<file path="src/rtl/gate_selftest_pkg.sv">
// Shared types and constants for the gate-unit self-test controller.
// obs bit order is {and, or, not, nand, nor, xor, xnor}, MSB first.
package gate_selftest_pkg;

   localparam int unsigned NUM_VEC = 4;
   localparam int unsigned VEC_W   = 2;
   localparam int unsigned OBS_W   = 7;
   localparam int unsigned CNT_W   = 8;
   localparam int unsigned ERR_W   = 3;

   localparam int unsigned OBS_AND  = 6;
   localparam int unsigned OBS_OR   = 5;
   localparam int unsigned OBS_NOT  = 4;
   localparam int unsigned OBS_NAND = 3;
   localparam int unsigned OBS_NOR  = 2;
   localparam int unsigned OBS_XOR  = 1;
   localparam int unsigned OBS_XNOR = 0;

   typedef enum logic [1:0] {
      ST_IDLE  = 2'd0,
      ST_APPLY = 2'd1,
      ST_DONE  = 2'd2
   } state_e;

   // Number of failing vectors in a per-vector mismatch mask.
   function automatic logic [ERR_W-1:0] popcount_mask(input logic [NUM_VEC-1:0] m);
      logic [ERR_W-1:0] n;
      n = '0;
      for (int i = 0; i < NUM_VEC; i++) begin
         n = n + ERR_W'(m[i]);
      end
      return n;
   endfunction

endpackage

</file>
<file path="src/rtl/gate_model.sv">
// Reference response of a correct basic gate unit for operands a and b.
module gate_model
   import gate_selftest_pkg::*;
(
   input  logic             a,
   input  logic             b,
   output logic [OBS_W-1:0] expected
);

   always_comb begin
      expected           = '0;
      expected[OBS_AND]  = a & b;
      expected[OBS_OR]   = a | b;
      expected[OBS_NOT]  = ~a;
      expected[OBS_NAND] = ~(a & b);
      expected[OBS_NOR]  = ~(a | b);
      expected[OBS_XOR]  = a ^ b;
      expected[OBS_XNOR] = ~(a ^ b);
   end

endmodule

</file>
<file path="src/rtl/gate_selftest_ctrl.sv">
// Sweeps the four operand pairs through a gate unit, holds each for DWELL
// cycles, compares the observed outputs and reports a registered verdict.
module gate_selftest_ctrl
   import gate_selftest_pkg::*;
#(
   parameter int unsigned DWELL = 10
) (
   input  logic               clk,
   input  logic               rst,
   input  logic               start,
   input  logic [OBS_W-1:0]   obs,
   output logic               in1,
   output logic               in2,
   output logic               busy,
   output logic               done,
   output logic               pass,
   output logic [NUM_VEC-1:0] fail_mask,
   output logic [ERR_W-1:0]   err_count
);

   state_e             state_q, state_d;
   logic [VEC_W-1:0]   vec_q, vec_d;
   logic [CNT_W-1:0]   cnt_q, cnt_d;
   logic               in1_q, in1_d, in2_q, in2_d;
   logic               busy_q, busy_d, done_q, done_d, pass_q, pass_d;
   logic [NUM_VEC-1:0] mask_q, mask_d;
   logic [ERR_W-1:0]   err_q, err_d;

   logic [OBS_W-1:0]   exp_obs;
   logic [NUM_VEC-1:0] mask_upd;
   logic [VEC_W-1:0]   vec_nxt;
   logic               last_dwell, last_vec;

   gate_model u_gate_model (
      .a        (vec_q[1]),
      .b        (vec_q[0]),
      .expected (exp_obs)
   );

   assign last_dwell = (cnt_q == CNT_W'(DWELL - 1));
   assign last_vec   = (vec_q == VEC_W'(NUM_VEC - 1));
   assign vec_nxt    = vec_q + VEC_W'(1);
   assign mask_upd   = mask_q | (NUM_VEC'(obs != exp_obs) << vec_q);

   // Next-state and registered-output logic.
   always_comb begin
      state_d = state_q;
      vec_d   = vec_q;
      cnt_d   = cnt_q;
      in1_d   = in1_q;
      in2_d   = in2_q;
      busy_d  = busy_q;
      done_d  = done_q;
      pass_d  = pass_q;
      mask_d  = mask_q;
      err_d   = err_q;
      case (state_q)
         ST_IDLE, ST_DONE: begin
            if (start) begin
               state_d = ST_APPLY;
               vec_d   = '0;
               cnt_d   = '0;
               in1_d   = 1'b0;
               in2_d   = 1'b0;
               busy_d  = 1'b1;
               done_d  = 1'b0;
               pass_d  = 1'b0;
               mask_d  = '0;
               err_d   = '0;
            end
         end
         ST_APPLY: begin
            if (last_dwell) begin
               cnt_d  = '0;
               mask_d = mask_upd;
               if (last_vec) begin
                  state_d = ST_DONE;
                  vec_d   = '0;
                  in1_d   = 1'b0;
                  in2_d   = 1'b0;
                  busy_d  = 1'b0;
                  done_d  = 1'b1;
                  pass_d  = (mask_upd == '0);
                  err_d   = popcount_mask(mask_upd);
               end else begin
                  vec_d = vec_nxt;
                  in1_d = vec_nxt[1];
                  in2_d = vec_nxt[0];
               end
            end else begin
               cnt_d = cnt_q + CNT_W'(1);
            end
         end
         default: state_d = ST_IDLE;
      endcase
   end

   always_ff @(posedge clk or posedge rst) begin
      if (rst) begin
         state_q <= ST_IDLE;
         vec_q   <= '0;
         cnt_q   <= '0;
         in1_q   <= 1'b0;
         in2_q   <= 1'b0;
         busy_q  <= 1'b0;
         done_q  <= 1'b0;
         pass_q  <= 1'b0;
         mask_q  <= '0;
         err_q   <= '0;
      end else begin
         state_q <= state_d;
         vec_q   <= vec_d;
         cnt_q   <= cnt_d;
         in1_q   <= in1_d;
         in2_q   <= in2_d;
         busy_q  <= busy_d;
         done_q  <= done_d;
         pass_q  <= pass_d;
         mask_q  <= mask_d;
         err_q   <= err_d;
      end
   end

   assign in1       = in1_q;
   assign in2       = in2_q;
   assign busy      = busy_q;
   assign done      = done_q;
   assign pass      = pass_q;
   assign fail_mask = mask_q;
   assign err_count = err_q;

endmodule

</file>
<file path="config.mk">
export PLATFORM = sky130hd
export DESIGN_NAME = gate_selftest_ctrl
export DESIGN_NICKNAME = d
export VERILOG_FILES = /design/src/rtl/gate_selftest_pkg.sv /design/src/rtl/gate_model.sv /design/src/rtl/gate_selftest_ctrl.sv
export SDC_FILE = /design/constraint.sdc
export NUM_CORES = 1
export LEC_CHECK = 0
export ABC_AREA = 1
export CAP_MARGIN = 20
export CORE_MARGIN = 3
export CORE_UTILIZATION = 51
export DETAILED_ROUTE_END_ITERATION = 6
export PLACE_DENSITY = 0.78
export SLEW_MARGIN = 10
export SYNTH_ARGS = -nofsm -noshare
export SYNTH_HDL_FRONTEND = slang
export SYNTH_SLANG_ARGS = --single-unit
</file>
<file path="constraint.sdc">
create_clock -name clk -period 2.9 [get_ports clk]
set_input_delay 0.29 -clock clk [delete_from_list [all_inputs] [get_ports clk]]
set_output_delay 0.29 -clock clk [all_outputs]
set_load 0.01 [all_outputs]
</file>
* After elaboration in Yosys (flattened, before gate mapping)
Cells that the tools add are included.
** Storage, ports and cells
- Register bits after elaboration :: 24
- Input bits :: 10
- Output and inout bits :: 12
- Logic and storage cells :: 75
** Operators by class
- Add/sub/neg operators :: 5
- Eq/ne operators :: 8
- Shift operators :: 1
- Multiplexer cells :: 35
- Bitwise logic cells :: 8
- Reduce and logical (&&, ||, !) cells :: 8
** Operators with widths (count)
- 8-bit 2-to-1 mux :: 2
- 8-bit one-hot mux with 2 select lines :: 1
- 1-bit 2-to-1 mux :: 12
- 2-bit 2-to-1 mux :: 6
- 1-bit one-hot mux with 2 select lines :: 5
- 3-bit 2-to-1 mux :: 3
- 8-bit by 1-bit adder with 8-bit output, second input constant :: 1
- 8-bit by 4-bit == test with 1-bit output, second input constant :: 1
- 4-bit 2-to-1 mux :: 2
- 2-bit one-hot mux with 2 select lines :: 2
- 4-bit one-hot mux with 2 select lines :: 1
- 7-bit inequality test :: 1
- 2-bit inequality test, second input constant :: 3
- 3-bit one-hot mux with 2 select lines :: 1
- 3-bit AND reduction :: 2
- 2-bit == test, second input constant :: 2
- 4-bit logical NOT :: 1
- 1-bit inverter :: 4
- 4-bit bitwise OR :: 1
- 4-bit AND reduction :: 1
- 1-bit by 2-bit << shifter with 4-bit output :: 1
- 2-bit by 1-bit adder with 3-bit output :: 1
- 3-bit by 1-bit adder with 3-bit output :: 1
- 1-bit by 1-bit adder with 2-bit output :: 1
- other kinds (9) :: 9

* Logic depth before layout (Yosys ltp)
- Word-level depth :: 11
- Mapped depth :: 16
- Depth with buffers taken out :: 16

* Cells and area by module
A second synthesis with hierarchy kept.
** Second synthesis, totals
- Cells, all modules :: 168
- Area total of the unflattened synthesis :: 1332.5 um^2
** Modules (own cells, without submodules)
- gate_selftest_ctrl :: times used 1, cells an instance 159, area each 1263.7 um^2, seq. area each 550.5 um^2
- gate_model :: times used 1, cells an instance 9, area each 68.8 um^2, seq. area each 0.0 um^2

* Worst setup path after synthesis
OpenSTA, ideal clock, no wires.
- Kind :: register to register
- From :: reg, netlist name in1
- To :: reg err_q[1] (netlist: err_count[1])
- Setup time :: 0.117 ns
- Arrival time :: 2.422 ns
- Required time :: 2.783 ns
- Setup slack :: 0.362 ns
- Cell stages (with the launch flop) :: 16
- Path buffers :: 0
- Period minus slack after synthesis :: 2.538 ns
- Cells stage by stage :: dfrtp_1 > inv_2 > ha_1 > inv_1 > nand2_1 > nand2_1 > nand2_1 > nor2_1 > nand2_2 > nand3_1 > nand2_1 > fa_1 > ha_1 > ha_1 > nand3_1 > nand2_1
** RTL lines
- to (signal assigned) :: line gate_selftest_ctrl.sv:120 : err_q <= err_d;
- to (decl) :: line gate_selftest_ctrl.sv:27 : logic [ERR_W-1:0] err_q, err_d;

==> impl_metrics.ini <==
[layout]
syn_to_final_growth_pct = 24.0
nNetsFinal = 207
diodes = 0
finish.utilization_pct = 68.1
layout-drive-gt1-share_pct = 8.51
multi_input_area_um2 = 591
regArea_um2 = 553
fillers = 188

[timing]
timing.final.crit_period_ns = 2.69
hold_violations = 0
tightestPinTransition_ns = 0.841
slew_viol_final = 0
timing.fmax_mhz = 372
fin_crit_sh_pct = 92.8
setup_viol = 0
tns_ns = 0
worst_clock_skew_ns = 0.000778
rsz0062_at_grt = no
max_slew_margin_pct = 43.9

[global_route]
grt_start_max_net_pins = 23
grt_pass1_wl_mm = 4.60
antenna_found_initial = 0
grt_overflow = 0
grt_util_all_layers_pct = 19.1
grt_pass1_vias = 1078

[placement]
portBuffers = 21
dp_hpwl_mm = 2.14
place_congestion = 0.775

[floorplan]
die_area_um2 = 3080
io_pins = 22
row_count = 17
chipWidth_um = 55.5
floorplan.initialDensity_pct = 54.9
core_um2 = 2280
die_h_um = 55.5

[clock_network]
clock-sinks = 22
htree_levels = 1
cts_setup_buffers = 0
clk_latency_ns = 0.31
cts_made_buffers = 3
tritoncts = built
clk_path_buf_depth = 2
cts.repair.resized = 0
cts_root_buffer = clkbuf_4
cts.reportedPaths.clkPinSlew_ns = 0.13
postCtsHoldBufs = 0

[worst_setup_path]
required_ns = 3.12
critPathKind = reg -> reg
cpMaxStageDelayCell = dfrtp_2
cp_cell_sequence = inv_1, ha_1, inv_1, nand2_1, nand2_1, nand2_1, nor2_1, nand2_2, nand3_1, nand2_1, fa_1, ha_1, ha_1, nand3_1, nand2_1
cp_max_fo = 5
slowest_delay_ns = 0.46
cp.arrival_ns = 2.92
worst_setup_path_start_kind = flop
path_common_cell = nand2_1
end_kind = flop

[yosys]
netlist_instances = 163
syn_area_um2 = 1250
yosysTopAreaCell = dfrtp_1
ys_types = 20
yosys-top-cells-area = dfrtp_1 44%, nand2_1 12%, inv_1 8.4%
synth_seq_cells = 22
avgSynthCellArea_um2 = 7.67
yosysSeqAreaShare_pct = 44.0
synthesis.nets = 181
synth.top_cell.area_share_pct = 44.0
yosysWarnings = 0

[route]
ant_nets = 0
first_pass_iters = 7
wl_mm = 2.78
met2_length_mm = 1.48
drc = 0
routed_via_density = 5.11
dr_wl_met3_um = 145
drt_iter0_drc = 29
dr.max_layer_used = met4
met1_length_mm = 1.12
wl_per_cell_um = 12.8
num_vias = 1103

[flow_run]
max-cap-violations = 0

[power_and_ir_drop]
p_leak_nw = 0.827
pwr_density_cell_nw_per_um2 = 875
irDropWorstVdd_mv = 0.619
finalPower_mw = 1.36

[outcome]
status = finished clean

[hold_path]
hold_path.class = in -> async
==> synth_stat cells <==
| cell | instances |
|---|---|
| a21oi_1 | 6 |
| nor3_1 | 3 |
| o21ai_2 | 1 |
| fa_1 | 1 |
| nor2_1 | 16 |
| inv_2 | 1 |
| xor2_1 | 3 |
| or2_2 | 1 |
| o21ai_1 | 1 |
| o21ai_0 | 5 |
| ha_1 | 7 |
| o22ai_1 | 2 |
| a21boi_1 | 1 |
| nand3_1 | 17 |
| dfrtp_1 | 22 |
| nor2_2 | 1 |
| nand2_2 | 6 |
| inv_1 | 28 |
| nand2_1 | 40 |
| o21bai_1 | 1 |
==> layout make-up <==
class | instances | share of cell area [%]
clock inverter | 1 | 1.94
inverter | 29 | 7.02
sequential | 22 | 35.7
timing repair buffer | 21 | 13.6
tap | 28 | 2.26
clock buffer | 3 | 1.45
multi-input combinational | 112 | 38.1
==> worst max-delay path, delay by kind of cell (launching register included) <==
kind                     cells  cell delay (ns)
adder cells (fa/ha/maj)      4             1.17
flip-flops                   1             0.46
AND/OR/NAND/NOR              9             0.73
buffers and inverters        2             0.25
==> power by group <==
group | total [mW] | switching (mW) | internal [mW]
combinational | 0.613 | 0.346 | 0.267
sequential | 0.504 | 0.0961 | 0.408
clock | 0.240 | 0.0998 | 0.140
total | 1.36 | 0.542 | 0.815
==> path summary, 6_finish.rpt <==
kind	start	end	slack, ns	cells past startpoint
max	in2	err_count[1]	0.21	15
min	rst	err_count[0]	0.43	2
max reg2reg	in2	err_count[1]	0.21	15
min reg2reg	busy	busy	0.49	2
max in group asynchronous	rst	in2	1.90	2
min in group clk	busy	busy	0.49	2
==> per-stage QoR <==
step	cell area [um^2]	hold slack, ns	cells	worst slack, ns
final	1550	0.432	216	0.209
after global routing	1550	0.487	216	0.0204
after detailed placement	1500	0.466	212	0.204
after global placement	1500	0.455	212	0.336
after floorplan	1250	0.279	163	0.362
after CTS	1550	0.469	216	0.163
==> registers in the layout (all words and copies together) (netlist names) <==
name and flops:
err_count 3, cnt_q 8, busy 1, done 1, state_q 2, pass 1, in1 1, in2 1
fail_mask 4
==> metal layers <==
layer	track usage, %	vias to the layer above
met2	33.6	30
li1	-	556
met3	4.44	4
met5	0	-
met1	22.1	513
met4	7.99	0
==> kinds of logic after synthesis <==
group	count (synthesis)	share of synthesized area, %
simple gates	84	28.8
buf+inv	29	8.71
flops	22	44.0
compound gates	17	7.71
fa+ha+maj	8	8.61
xor+xnor	3	2.10
==> cells in the final DEF, fill, tap and decap left out, drive strengths merged <==
| cell type | netlist | final |
|---|---|---|
| nand2 | 46 | 46 |
| a21boi | 1 | 1 |
| nand3 | 17 | 17 |
| ha | 7 | 7 |
| clkbuf | 0 | 3 |
| o22ai | 2 | 2 |
| or2 | 1 | 1 |
| o21bai | 1 | 1 |
| nor3 | 3 | 3 |
| xor2 | 3 | 3 |
| clkdlybuf4s50 | 0 | 21 |
| fa | 1 | 1 |
| o21ai | 7 | 7 |
| bufinv | 0 | 1 |
| inv | 29 | 29 |
| dfrtp | 22 | 22 |
| nor2 | 17 | 17 |
| a21oi | 6 | 6 |
Power figures use the tool's default switching activity.
